### src/rtl/baud_tick_gen.sv
// ---------------------------------------------------------------------------
// baud_tick_gen
//
// Purpose:
//    UART timing generator. A prescaler divides the system clock down to
//    BAUD*OVERSAMPLE (rx_tick), a bit-phase counter further divides that by
//    OVERSAMPLE (tx_tick), and a registered square wave at BAUD (baud_clk)
//    is produced for older BaudGen users.
//
// Parameters:
//    CLK_HZ      system clock frequency in Hz
//    OVERSAMPLE  rx ticks per bit (even, at least 4)
//    DIV_W       prescaler counter width
//
// Ports:
//    clk        in   system clock, rising edge
//    resetn     in   asynchronous active-low reset
//    enable     in   high runs the generator, low holds it idle and cleared
//    baud_rate  in   rate select: 0=9600, 1=19200, 2=57600, 3=115200
//    sync       in   one-cycle pulse that restarts bit timing
//    rx_tick    out  one-cycle pulse at BAUD*OVERSAMPLE
//    tx_tick    out  one-cycle pulse at BAUD, coincident with the last rx_tick
//    baud_clk   out  50% duty square wave at BAUD
//
// Configuration macro:
//    BAUD_FRAC_EN  when defined, a 4-bit fractional accumulator stretches
//                  selected prescaler periods to DIV+1 so the average rate
//                  tracks CLK_HZ/(BAUD*OVERSAMPLE) more closely. When
//                  undefined the period is always the integer divisor.
// ---------------------------------------------------------------------------
module baud_tick_gen #(
    parameter int unsigned CLK_HZ     = 7_372_800,
    parameter int unsigned OVERSAMPLE = 16,
    parameter int unsigned DIV_W      = 16
) (
    input  logic       clk,
    input  logic       resetn,
    input  logic       enable,
    input  logic [1:0] baud_rate,
    input  logic       sync,
    output logic       rx_tick,
    output logic       tx_tick,
    output logic       baud_clk
);

    localparam longint unsigned CLK_L = 64'(CLK_HZ);
    localparam longint unsigned OS_L  = 64'(OVERSAMPLE);

    localparam longint unsigned DIV0 = CLK_L / (64'd9600   * OS_L);
    localparam longint unsigned DIV1 = CLK_L / (64'd19200  * OS_L);
    localparam longint unsigned DIV2 = CLK_L / (64'd57600  * OS_L);
    localparam longint unsigned DIV3 = CLK_L / (64'd115200 * OS_L);
    localparam longint unsigned DIV_LIMIT = 64'd1 << DIV_W;

    localparam int unsigned OS_W = (OVERSAMPLE > 1) ? $clog2(OVERSAMPLE) : 1;

    // Refuse to build configurations that cannot produce a sane tick stream.
    if (OVERSAMPLE < 4 || (OVERSAMPLE % 2) != 0) begin : g_badOversample
        $error("baud_tick_gen: OVERSAMPLE must be even and at least 4");
    end
    if (DIV0 < 2 || DIV1 < 2 || DIV2 < 2 || DIV3 < 2 ||
        DIV0 >= DIV_LIMIT || DIV1 >= DIV_LIMIT ||
        DIV2 >= DIV_LIMIT || DIV3 >= DIV_LIMIT) begin : g_badDivisor
        $error("baud_tick_gen: a divisor is below 2 or does not fit in DIV_W bits");
    end

    logic [DIV_W-1:0] preCnt_q, preCnt_d;
    logic [OS_W-1:0]  osCnt_q, osCnt_d;
    logic             rxTick_q, rxTick_d;
    logic             txTick_q, txTick_d;
    logic             baudClk_q, baudClk_d;
    logic [1:0]       rate_q;
    logic             rateLoaded_q;
    logic [DIV_W-1:0] divM1;
    logic             termCnt;
    logic             rateChange;
    logic             restart;

    always_comb begin
        divM1 = DIV_W'(DIV3 - 64'd1);
        case (rate_q)
            2'd0:    divM1 = DIV_W'(DIV0 - 64'd1);
            2'd1:    divM1 = DIV_W'(DIV1 - 64'd1);
            2'd2:    divM1 = DIV_W'(DIV2 - 64'd1);
            default: divM1 = DIV_W'(DIV3 - 64'd1);
        endcase
    end

`ifdef BAUD_FRAC_EN
    localparam longint unsigned FRAC0 = ((64'd16 * CLK_L) / (64'd9600   * OS_L)) % 64'd16;
    localparam longint unsigned FRAC1 = ((64'd16 * CLK_L) / (64'd19200  * OS_L)) % 64'd16;
    localparam longint unsigned FRAC2 = ((64'd16 * CLK_L) / (64'd57600  * OS_L)) % 64'd16;
    localparam longint unsigned FRAC3 = ((64'd16 * CLK_L) / (64'd115200 * OS_L)) % 64'd16;

    logic [3:0]   fracStep;
    logic [3:0]   fracAcc_q, fracAcc_d;
    logic         extra_q, extra_d;
    logic [DIV_W:0] termVal;

    always_comb begin
        fracStep = 4'(FRAC3);
        case (rate_q)
            2'd0:    fracStep = 4'(FRAC0);
            2'd1:    fracStep = 4'(FRAC1);
            2'd2:    fracStep = 4'(FRAC2);
            default: fracStep = 4'(FRAC3);
        endcase
    end

    // extra_q holds the carry from the previous wrap and lengthens the
    // current prescaler period by one cycle. The terminal value never
    // exceeds DIV, which always fits in DIV_W bits.
    assign termVal = {1'b0, divM1} + {{DIV_W{1'b0}}, extra_q};
    assign termCnt = ({1'b0, preCnt_q} == termVal);
`else
    assign termCnt = (preCnt_q == divM1);
`endif

    // The first edge after reset only loads the rate register; it is not a
    // user rate change, so it must not cost a restart cycle.
    assign rateChange = rateLoaded_q && (baud_rate != rate_q);
    assign restart    = !enable || sync || rateChange;

    always_comb begin
        preCnt_d = preCnt_q + DIV_W'(1);
        osCnt_d  = osCnt_q;
        rxTick_d = 1'b0;
        txTick_d = 1'b0;
`ifdef BAUD_FRAC_EN
        fracAcc_d = fracAcc_q;
        extra_d   = extra_q;
`endif
        if (restart) begin
            preCnt_d = '0;
            osCnt_d  = '0;
`ifdef BAUD_FRAC_EN
            fracAcc_d = '0;
            extra_d   = 1'b0;
`endif
        end else if (termCnt) begin
            preCnt_d = '0;
            rxTick_d = 1'b1;
            if (osCnt_q == OS_W'(OVERSAMPLE - 1)) begin
                osCnt_d  = '0;
                txTick_d = 1'b1;
            end else begin
                osCnt_d = osCnt_q + OS_W'(1);
            end
`ifdef BAUD_FRAC_EN
            {extra_d, fracAcc_d} = {1'b0, fracAcc_q} + {1'b0, fracStep};
`endif
        end
        // Derived from the next bit phase so baud_clk moves in step with os_cnt.
        baudClk_d = (osCnt_d >= OS_W'(OVERSAMPLE / 2));
    end

    always_ff @(posedge clk or negedge resetn) begin
        if (!resetn) begin
            preCnt_q     <= '0;
            osCnt_q      <= '0;
            rxTick_q     <= 1'b0;
            txTick_q     <= 1'b0;
            baudClk_q    <= 1'b0;
            rate_q       <= 2'd0;
            rateLoaded_q <= 1'b0;
        end else begin
            preCnt_q     <= preCnt_d;
            osCnt_q      <= osCnt_d;
            rxTick_q     <= rxTick_d;
            txTick_q     <= txTick_d;
            baudClk_q    <= baudClk_d;
            rate_q       <= baud_rate;
            rateLoaded_q <= 1'b1;
        end
    end

`ifdef BAUD_FRAC_EN
    always_ff @(posedge clk or negedge resetn) begin
        if (!resetn) begin
            fracAcc_q <= '0;
            extra_q   <= 1'b0;
        end else begin
            fracAcc_q <= fracAcc_d;
            extra_q   <= extra_d;
        end
    end
`endif

    assign rx_tick  = rxTick_q;
    assign tx_tick  = txTick_q;
    assign baud_clk = baudClk_q;

endmodule

### config.mk
export PLATFORM = sky130hd
export DESIGN_NAME = baud_tick_gen
export DESIGN_NICKNAME = d
export VERILOG_FILES = /design/src/rtl/baud_tick_gen.sv
export SDC_FILE = /design/constraint.sdc
export NUM_CORES = 1
export LEC_CHECK = 0
export CAP_MARGIN = 30
export CELL_PAD_IN_SITES_DETAIL_PLACEMENT = 1
export CELL_PAD_IN_SITES_GLOBAL_PLACEMENT = 2
export CORE_AREA = 2 2 60 62
export DETAILED_ROUTE_END_ITERATION = 8
export DIE_AREA = 0 0 62 64
export GPL_TIMING_DRIVEN = 0
export HOLD_SLACK_MARGIN = 0.02
export PLACE_DENSITY = 0.83
export SETUP_SLACK_MARGIN = 0.3
export SYNTH_ARGS = -nofsm -noshare
export SYNTH_HDL_FRONTEND = slang
export SYNTH_SLANG_ARGS = --single-unit
### constraint.sdc
create_clock -name clk -period 4.01 [get_ports clk]
set_clock_uncertainty 0.2 [all_clocks]
set_input_delay 0.802 -clock clk [delete_from_list [all_inputs] [get_ports clk]]
set_output_delay 0.802 -clock clk [all_outputs]
set_load 0.1 [all_outputs]
==> qor.yml <==
status: "complete, no violations"
ys_seq_elements: 26
portBuffers: 8
ys_warn_count: 0
grt-ovfl-total: 0
crit_buf_inv: 1
drc: 0
p_leak_nw: 0.575
syn_area_mm2: 0.00125
grt_usage_pct: 14.8
whs_ps: 349
finalCritPeriodShare_pct: 69.9
start_util_pct: 38.0
arrival_ps: 1800
dieWidth_um: 62
critPathLaunch: "rx_tick$_DFF_PN0_"
h-tree-depth: 1
clock-sinks: 26
antenna_found_initial: 0
placed_cell_area_mm2: 0.00141
ctsHoldBuffers: 0
place.gp.congestion: 0.790
yosys-top-cells-count: "26 x dfrtp_1, 22 x nor2_1, 9 x xor2_1"
path_cells: "clkdlybuf4s50_1"
hpwlAfterDp_um: 1840
syn_area_per_cell_um2: 10.1
grt_setup_unrepaired: "no"
clk_path_buf_depth: 2
maxSlewHeadroom_pct: 35.2
grt_pass1_wl_um: 4380
grt_use_met3_pct: 2.43
core-area_mm2: 0.00328
synth_top_cell_area_share_pct: 52.1
maxCapViolCount: 0
syn_inst: 124
synth-edff-count: 0
antennaDiodeCount: 0
yosys-top-cells-area: "dfrtp_1 52%, nor2_1 6.6%, xor2_1 6.3%"
max_stage_delay_ps: 1120
drt-pass1-iter-count: 5
finalInstanceArea_mm2: 0.00144
tns_ps: 0
crit_path_end_kind: "output port"
grt_use_met1_pct: 18.8
postCtsResizedCells: 0
worstPathRequired_ps: 3010
worstMarginPinSlew_ps: 968
syn-num-nets: 132
drv_slew: 0
hold_viol: 0
grt_max_degree: 16
setup-violations-final: 0
cts_tree: "built"
num_rows: 21
hp-start: "preCnt_q[0]$_DFF_PN0_"
clkSlewWorstSetupHoldPaths_ps: 140
die-area_mm2: 0.00397
path_max_fanout: 1
yosysUniqueCellTypes: 28
ios: 9
postCtsSetupRepairBufs: 0
ff_latch_area_um2: 651
cts_buffers: 3
final_net_count: 146
rr_startpoint: "preCnt_q[0]$_DFF_PN0_"
viasPerCell: 5.01
grt-busiest-layer: "met2"
async_flop_share_pct: 100
fin_crit_ps: 2800
final_layout_size_suffix_gt1_share_pct: 7.35
peakVddDrop_uv: 119
n_fill_cell: 381
fmax_mhz: 357
r2r_slack_ps: 1500
ant_nets: 0
yosysTopAreaCell: "dfrtp_1"
grt_pass1_vias: 995
drtIter0Drc: 28
wl_per_cell_um: 13.6
cts-root-buf: "clkbuf_4"
ys_seq_area_share_pct: 52.1
vias: 912
area_delta_synth_final_pct: 15.0
worstSetupPathType: "flip-flop to output port"
multi_input_area_um2: 566
grtUsageMet2_pct: 24.5
crit_family: "buffers and inverters"
drt_wl_total_um: 2480
die_y_um: 64
cp_slowest_cell: "clkdlybuf4s50_1"
holdCritPathClass: "flip-flop to flip-flop"
power_density_mw_per_mm2: 280
ys.flop_type: "dfrtp_1"
clk_latency_ps: 320
synth_most_common_cell: "dfrtp_1"
start_kind: "flip-flop"
==> worst paths after layout <==
check | endpoint | depth (start not counted)
min in group asynchronous | preCnt_q[10]$_DFF_PN0_ | 1
max in group asynchronous | rate_q[0]$_DFF_PN0_ | 2
worst min register to register | preCnt_q[0]$_DFF_PN0_ | 1
worst max-delay path | rx_tick | 1
worst max register to register | preCnt_q[8]$_DFF_PN0_ | 9
worst min-delay path | preCnt_q[0]$_DFF_PN0_ | 1
==> registers in the layout, indices dropped and copies added (netlist names) <==
name / flops
osCnt_q: 4
tx_tick: 1
rateLoaded_q: 1
baud_clk: 1
rx_tick: 1
rate_q: 2
preCnt_q: 16
==> metrics by stage <==
| step | instances | utilization [%] | worst slack, ps | power, mW |
|---|---|---|---|---|
| 2_1_floorplan | 124 | - | 1880 | 0.280 |
| 3_3_place_gp | 178 | 42.2 | 1110 | 0.293 |
| 3_5_place_dp | 179 | 43.0 | 1060 | 0.297 |
| 4_1_cts | 182 | 43.7 | 1180 | 0.411 |
| 5_1_grt | 182 | 43.7 | 1130 | 0.428 |
| 6_report | 182 | 43.7 | 1210 | 0.403 |
==> cells by family (layout without fill, tap and decap cells) <==
family          after synthesis  after routing  share of synthesized area, %
other cells                   1              1                         0.300
xor+xnor                     16             16                          11.2
buf+inv                       8             20                          2.61
simple gates                 56             56                          22.8
compound gates               14             14                          8.12
flops                        26             26                          52.1
fa+ha+maj                     2              2                          2.00
mux                           1              1                         0.802
==> power by group <==
part	total (mW)	internal (mW)	switching [mW]	leakage [nW]
clock	0.111	0.0351	0.0761	0.0138
sequential	0.268	0.264	0.00308	0.356
combinational	0.0237	0.0106	0.0132	0.206
total	0.403	0.310	0.0923	0.575
==> final cells by class <==
| class | count | area share, % |
|---|---|---|
| multi-input combinational | 90 | 39.4 |
| tap | 46 | 4.01 |
| timing repair buffer | 9 | 7.49 |
| inverter | 5 | 1.31 |
| clock buffer | 3 | 1.57 |
| buffer | 3 | 0.958 |
| sequential | 26 | 45.3 |
==> routing by layer <==
layer,share of wire (%),up-vias,wire (µm)
li1,-,449,-
met1,47,455,1170
met2,50,6,1240
met3,2.3,2,57
met4,0.60,0,15
met5,0,-,0
==> layout by cell type (no fill, tap or decap), types with 3 or more instances in the layout <==
cell             instances
clkdlybuf4s50_1          8
nand4_1                  4
and4_1                   3
inv_1                    5
nor2_1                  22
xor2_1                   9
nand2b_1                 3
xnor2_1                  7
dfrtp_1                 26
nand2_1                  7
o21ai_0                  3
nand3_1                  5
nor3_1                   3
a21oi_1                  7
clkbuf_4                 3
Note: power is estimated with default switching activity, not from simulation.
